$ cat config.mk
export PLATFORM = sky130hd
export DESIGN_NAME = ccu_cfg_dispatch
export DESIGN_NICKNAME = d
export VERILOG_FILES = /design/src/rtl/ccu_pkg.sv /design/src/rtl/cfg_skid_buf.sv /design/src/rtl/ccu_cfg_dispatch.sv
export SDC_FILE = /design/constraint.sdc
export NUM_CORES = 1
export LEC_CHECK = 0
export ABC_AREA = 1
export CAP_MARGIN = 5
export CORE_MARGIN = 8
export CORE_UTILIZATION = 30
export CTS_BUF_LIST = sky130_fd_sc_hd__clkbuf_2
export DETAILED_ROUTE_END_ITERATION = 8
export SLEW_MARGIN = 20
export SYNTH_ARGS = -nofsm -noshare
export SYNTH_HDL_FRONTEND = slang
export SYNTH_SLANG_ARGS = --single-unit
$ cat constraint.sdc
create_clock -name clk -period 8.95 [get_ports clk]
set_clock_uncertainty 0.1 [all_clocks]
set_input_delay 0.895 -clock clk [delete_from_list [all_inputs] [get_ports clk]]
set_output_delay 0.895 -clock clk [all_outputs]
set_load 0.005 [all_outputs]
$ cat src/rtl/ccu_pkg.sv
// ccu_pkg: dispatcher state encoding and default header geometry
package ccu_pkg;
    localparam int CFG_PW      = 128;
    localparam int CFG_NUM_MOD = 8;
    localparam int CFG_LEN_W   = 8;
    localparam int ID_W        = 4;
    typedef enum logic [1:0] {S_IDLE, S_HDR, S_PAY, S_FIN} state_t;
endpackage

$ cat src/rtl/cfg_skid_buf.sv
// cfg_skid_buf: 2-entry FIFO holding popped config words ahead of the dispatcher
module cfg_skid_buf #(
    parameter int W = 128
) (
    input  logic         clk,
    input  logic         rst_n,
    input  logic         i_push,
    input  logic [W-1:0] i_din,
    input  logic         i_pop,
    output logic [W-1:0] o_head,
    output logic [1:0]   o_occ
);
    logic [W-1:0] r_mem [2];
    logic         r_wp;
    logic         r_rp;
    logic [1:0]   r_occ;
    // storage, pointers and occupancy; push and pop may happen in the same cycle
    always_ff @(posedge clk or negedge rst_n) begin
        if (!rst_n) begin
            r_mem[0] <= '0;
            r_mem[1] <= '0;
            r_wp     <= 1'b0;
            r_rp     <= 1'b0;
            r_occ    <= 2'd0;
        end else begin
            if (i_push) r_mem[r_wp] <= i_din;
            r_wp  <= r_wp ^ i_push;
            r_rp  <= r_rp ^ i_pop;
            r_occ <= r_occ + {1'b0, i_push} - {1'b0, i_pop};
        end
    end
    assign o_head = r_mem[r_rp];
    assign o_occ  = r_occ;
endmodule

$ cat src/rtl/ccu_cfg_dispatch.sv
// ccu_cfg_dispatch: parses config headers from the command FIFO and streams payloads to engines.
// Optional CCU_CFG_STALL_CNT_EN adds a saturating vld&&!rdy stall counter; otherwise stall_cnt is 0.
module ccu_cfg_dispatch
    import ccu_pkg::*;
#(
    parameter int PORT_WIDTH = CFG_PW,
    parameter int NUM_MOD    = CFG_NUM_MOD,
    parameter int LEN_WIDTH  = CFG_LEN_W
) (
    input  logic                  clk,
    input  logic                  rst_n,
    input  logic                  start,
    input  logic                  fifo_empty,
    output logic                  fifo_pop,
    input  logic [PORT_WIDTH-1:0] fifo_out,
    output logic [NUM_MOD-1:0]    CCUTOP_CfgVld,
    output logic [PORT_WIDTH-1:0] CCUTOP_CfgInfo,
    input  logic [NUM_MOD-1:0]    TOPCCU_CfgRdy,
    output logic                  busy,
    output logic                  done,
    output logic                  err_id,
    output logic [31:0]           stall_cnt
);
    localparam int ID_LSB  = PORT_WIDTH - ID_W;
    localparam int LEN_LSB = ID_LSB - LEN_WIDTH;
    localparam int LAST_B  = LEN_LSB - 1;
    localparam logic [ID_W:0] NM = NUM_MOD[ID_W:0];

    state_t                  r_state, w_nstate;
    logic [ID_W-1:0]         r_id;
    logic [LEN_WIDTH-1:0]    r_cnt, r_iss_rem, w_rem_now, w_flen, w_hlen;
    logic                    r_last, r_err, r_pend, r_hwait, r_iss_last, r_iss_done;
    logic [1:0]              w_occ;
    logic [2:0]              w_fill;
    logic [PORT_WIDTH-1:0]   w_head;
    logic [ID_W-1:0]         w_hid;
    logic [NUM_MOD-1:0]      w_vld_vec;
    logic                    w_start, w_bpop, w_bad, w_vld, w_hs, w_flast, w_hlast;
    logic                    w_pop_hdr, w_can, w_last_now, w_hdr_take, w_fin_hdr;

    cfg_skid_buf #(.W(PORT_WIDTH)) u_skid (
        .clk    (clk),
        .rst_n  (rst_n),
        .i_push (r_pend),
        .i_din  (fifo_out),
        .i_pop  (w_bpop),
        .o_head (w_head),
        .o_occ  (w_occ)
    );

    assign w_start    = (r_state == S_IDLE) && start;
    assign w_hid      = w_head[PORT_WIDTH-1 -: ID_W];
    assign w_hlen     = w_head[ID_LSB-1 -: LEN_WIDTH];
    assign w_hlast    = w_head[LAST_B];
    assign w_flen     = fifo_out[ID_LSB-1 -: LEN_WIDTH];
    assign w_flast    = fifo_out[LAST_B];
    assign w_bad      = {1'b0, r_id} >= NM;
    assign w_vld      = (r_state == S_PAY) && (w_occ != 2'd0);
    assign w_vld_vec  = (w_vld && !w_bad) ? (NUM_MOD'(1) << r_id) : '0;
    assign w_hs       = w_vld && (w_bad || |(w_vld_vec & TOPCCU_CfgRdy));
    assign w_hdr_take = (r_state == S_HDR) && (w_occ != 2'd0);

    // Issue-side header tracking: a header in flight is parsed straight off fifo_out so popping
    // stops exactly after the LAST config's payload, never prefetching into the next config.
    assign w_rem_now  = r_hwait ? w_flen : r_iss_rem;
    assign w_last_now = r_hwait ? w_flast : r_iss_last;
    assign w_fin_hdr  = r_hwait && (w_flen == '0) && w_flast;
    assign w_pop_hdr  = (w_rem_now == '0);
    assign w_can      = !r_iss_done && !w_fin_hdr;
    assign w_fill     = {1'b0, w_occ} + {2'b0, r_pend} - {2'b0, w_bpop};
    assign fifo_pop   = ((r_state == S_HDR) || (r_state == S_PAY)) && !fifo_empty &&
                        (w_fill < 3'd2) && w_can;

    // next state and buffer consume
    always_comb begin
        w_nstate = r_state;
        w_bpop   = 1'b0;
        case (r_state)
            S_IDLE: w_nstate = start ? S_HDR : S_IDLE;
            S_HDR: if (w_hdr_take) begin
                w_bpop   = 1'b1;
                w_nstate = (w_hlen != '0) ? S_PAY : (w_hlast ? S_FIN : S_HDR);
            end
            S_PAY: if (w_hs) begin
                w_bpop   = 1'b1;
                w_nstate = (r_cnt == LEN_WIDTH'(1)) ? (r_last ? S_FIN : S_HDR) : S_PAY;
            end
            default: w_nstate = S_IDLE;
        endcase
    end

    // state register, latched header fields, payload counter and sticky id error
    always_ff @(posedge clk or negedge rst_n) begin
        if (!rst_n) begin
            r_state <= S_IDLE;
            r_id    <= '0;
            r_cnt   <= '0;
            r_last  <= 1'b0;
            r_err   <= 1'b0;
        end else begin
            r_state <= w_nstate;
            if (w_start) r_err <= 1'b0;
            else if (w_hdr_take && ({1'b0, w_hid} >= NM)) r_err <= 1'b1;
            if (w_hdr_take) begin
                r_id   <= w_hid;
                r_cnt  <= w_hlen;
                r_last <= w_hlast;
            end else if (w_hs) begin
                r_cnt <= r_cnt - LEN_WIDTH'(1);
            end
        end
    end

    // pop bookkeeping: pending read plus words still to be issued for the current header
    always_ff @(posedge clk or negedge rst_n) begin
        if (!rst_n) begin
            r_pend     <= 1'b0;
            r_hwait    <= 1'b0;
            r_iss_rem  <= '0;
            r_iss_last <= 1'b0;
            r_iss_done <= 1'b0;
        end else begin
            r_pend <= fifo_pop;
            if (w_start) begin
                r_hwait    <= 1'b0;
                r_iss_rem  <= '0;
                r_iss_last <= 1'b0;
                r_iss_done <= 1'b0;
            end else begin
                r_hwait    <= fifo_pop && w_pop_hdr;
                r_iss_last <= w_last_now;
                r_iss_rem  <= (fifo_pop && !w_pop_hdr) ? w_rem_now - LEN_WIDTH'(1) : w_rem_now;
                if (w_fin_hdr || (fifo_pop && !w_pop_hdr && (w_rem_now == LEN_WIDTH'(1)) && w_last_now))
                    r_iss_done <= 1'b1;
            end
        end
    end

`ifdef CCU_CFG_STALL_CNT_EN
    logic [31:0] r_stall;
    // saturating count of cycles an engine holds off a valid payload word
    always_ff @(posedge clk or negedge rst_n) begin
        if (!rst_n) r_stall <= '0;
        else if (w_start) r_stall <= '0;
        else if (|(w_vld_vec & ~TOPCCU_CfgRdy) && (r_stall != '1)) r_stall <= r_stall + 32'd1;
    end
    assign stall_cnt = r_stall;
`else
    assign stall_cnt = '0;
`endif

    assign CCUTOP_CfgVld  = w_vld_vec;
    assign CCUTOP_CfgInfo = w_head;
    assign busy           = (r_state != S_IDLE);
    assign done           = (r_state == S_FIN);
    assign err_id         = r_err;
endmodule

==> reports/metrics.yaml <==
status: "finished clean"
yosysUniqueCellTypes: 36
period_minus_slack_ps: 5970
slew_violations: 0
critical_path.max_fanout: 13
core_area_sq_um: 44100
end_kind: "primary output"
firstDrtPassIters: 7
portBuffers: 279
yosys.area.top_type_share_pct: 54.0
leakage_nw: 7.72
grt_max_degree: 169
powerDensity_nw_per_um2: 341
ys_seq_area_share_pct: 54.0
startpoint_type: "flip-flop"
vias: 10571
grt_pass1_wl_microns: 57700
synth.avg_cell_area_sq_um: 9.22
gr-total-overflow: 0
clk_latency_ps: 920
ant_nets: 0
htreeDepth: 3
p_int_mw: 3.66
hp-class: "primary input to async pin"
grt_usage_pct: 13.9
hpwl_microns: 24300
ctsRootBufferMaster: "clkbuf_2"
yosysMostFrequentCell: "nand2_1"
worst_pin_slew_ps: 1000
post-place-ws_ps: 3660
syn-cell-area_sq_um: 13400
place_congestion: 0.830
die-area_sq_um: 51500
rsz0062_at_grt: "false"
drcViolationCount: 0
p_seq_share_pct: 37.6
dpl_cell_area_sq_um: 16500
p_total_mw: 5.87
switching_share_pct: 37.6
max_slew_margin_pct: 33.0
setup_violations: 0
clock_path_buffers: 3
comb_power_share_pct: 47.3
setup_ws_ps: 2980
fmax_mhz: 168
critPathRequiredTime_ps: 7960
first_iter_violations: 468
yosys_warnings: 0
p_sw_mw: 2.21
period_share_pct: 66.7
ys_dominant_reg_cell: "dfrtp_1"
path_buf_inv: 7
cpPeakStageDelay_ps: 600
fin_tns_setup_ps: 0
ys_seq_elements: 288
grt_pass1_vias: 10810
cts_num_sinks: 288
cts_resized: 0
critPathTopFamily: "simple AND/OR/NAND/NOR gates"
viasPerCell: 4.44
fp.dieH_microns: 227
synth.area.top_cells: "dfrtp_1, o21ai_0, mux2_2, nand2_1, inv_1"
fin_area_sq_um: 17200
rows: 77
async_flop_share_pct: 100
hold_slack_ps: 389
cp_slowest_cell: "clkdlybuf4s50_1"
path_cells: "inv_1, ha_1, inv_1, nor3_4, nand3b_2, nor2_2, nor2_1, nand2_2, nand2_4, nand2_4, nand2_1, inv_1, ha_1, inv_1, ha_1, inv_1, fa_1, inv_1, nor3_1, nand2_1, nor2b_1, clkdlybuf4s50_1"
hold_viol_final: 0
cts_tree: "built"
wirelength_microns: 36100
antenna_found_initial: 4
initial_core_util_pct: 30.3
arrival_ps: 4980
drive_above_1_share_pct: 15.1
cp_common_cell: "inv_1"
die_w_microns: 227
ios: 312
dp.cells: 2248
synth_top_area_cell: "dfrtp_1"
nets: 1896
ir_drop_v: 0.000161
synth_edf_count: 0
final_cells: 2383
crit_type: "flip-flop to primary output"
synth_common_cells: "nand2_1, dfrtp_1, o21ai_0"
syn_inst: 1448
maxCapViolCount: 0
clk_pin_slew_ps: 110
area_delta_synth_final_pct: 29.0
cts_made_buffers: 82
pwr-share-clk_pct: 15.1
fin_util_pct: 39.0
wl_per_cell_microns: 15.2
routing by layer:
layer	vias to the layer above	GRT usage, %	wire length, microns
met5	-	0	0
met4	0	5.38	1060
met3	80	5.55	3140
met2	326	22.2	16700
met1	4968	16.9	15200
li1	5197	-	-
placed cells by master, fill, tap and decap left out, types with 2 or more instances in the layout:
cell type and n:
nand2_4 2, nand4_1 7, buf_12 2, nor3_1 11, nand3_1 20, xnor2_1 3
o21ai_1 3, diode_2 5, xor2_1 8, dfrtp_1 287, clkdlybuf4s50_1 278, ha_4 2
nand2_1 329, buf_4 7, nand2_2 2, nor2_2 3, mux2_2 121, ha_1 11
inv_1 180, o21ai_0 273, clkbuf_2 110, clkinv_4 3, o21ai_2 7, conb_1 32
a21oi_1 20, nor2_1 35, clkinv_1 13, inv_2 2
state kept, by name, indices dropped and copies added, names as in the netlist, 2 cells and up:
signal and cells:
r_cnt 8, r_iss_rem 8, r_state 2, r_id 4, u_skid.o_occ 2, u_skid.r_mem 256
worst paths after layout:
path                                                  to                   start  depth (start not counted)  slack, ps
min in group clk                      r_last$_DFFE_PN0P_      r_last$_DFFE_PN0P_                          2        390
setup reg to reg                  r_iss_rem[0]$_DFF_PN0_  r_state[0]$_DFFE_PN0P_                         24       4870
hold / removal                       r_id[2]$_DFFE_PN0P_                   rst_n                          2        390
setup / recovery                                fifo_pop  r_state[0]$_DFFE_PN0P_                         22       2980
hold reg to reg                       r_last$_DFFE_PN0P_      r_last$_DFFE_PN0P_                          2        390
max in group asynchronous  u_skid.r_mem[225]$_DFFE_PN0P_                   rst_n                          3       7040
power groups by stage:
stage | registers [mW] | logic, mW | clock network, mW
3_5_place_dp | 2.24 | 2.81 | 0
6_report | 2.21 | 2.78 | 0.885
2_1_floorplan | 2.14 | 1.53 | 0
4_1_cts | 2.21 | 2.83 | 0.952
3_3_place_gp | 2.21 | 2.77 | 0
5_1_grt | 2.28 | 3.12 | 1.01
final cells by class:
cell class,count,area (sq um)
fill,4496,26900
sequential,288,7210
multi-input combinational,900,5040
timing repair buffer,289,2900
tap,592,741
inverter,181,679
clock buffer,110,551
clock inverter,18,86.3
antenna,5,12.5
logic make-up after synthesis:
kind of cell / synth area share (%)
muxes: 10.2
AOI/OAI and AO/OA: 11.7
DFF: 54.0
xor gates and xnor gates: 0.722
buffers and inverters: 9.33
and+or+nand+nor: 12.7
adders and majority gates: 1.37
other: 0.0281
what timing repair did:
item,4_1_cts,5_1_grt
hold endpoints to repair,50,0
hold buffers,1,0
setup buffers,0,0
Note: power is estimated with default switching activity, not from simulation.
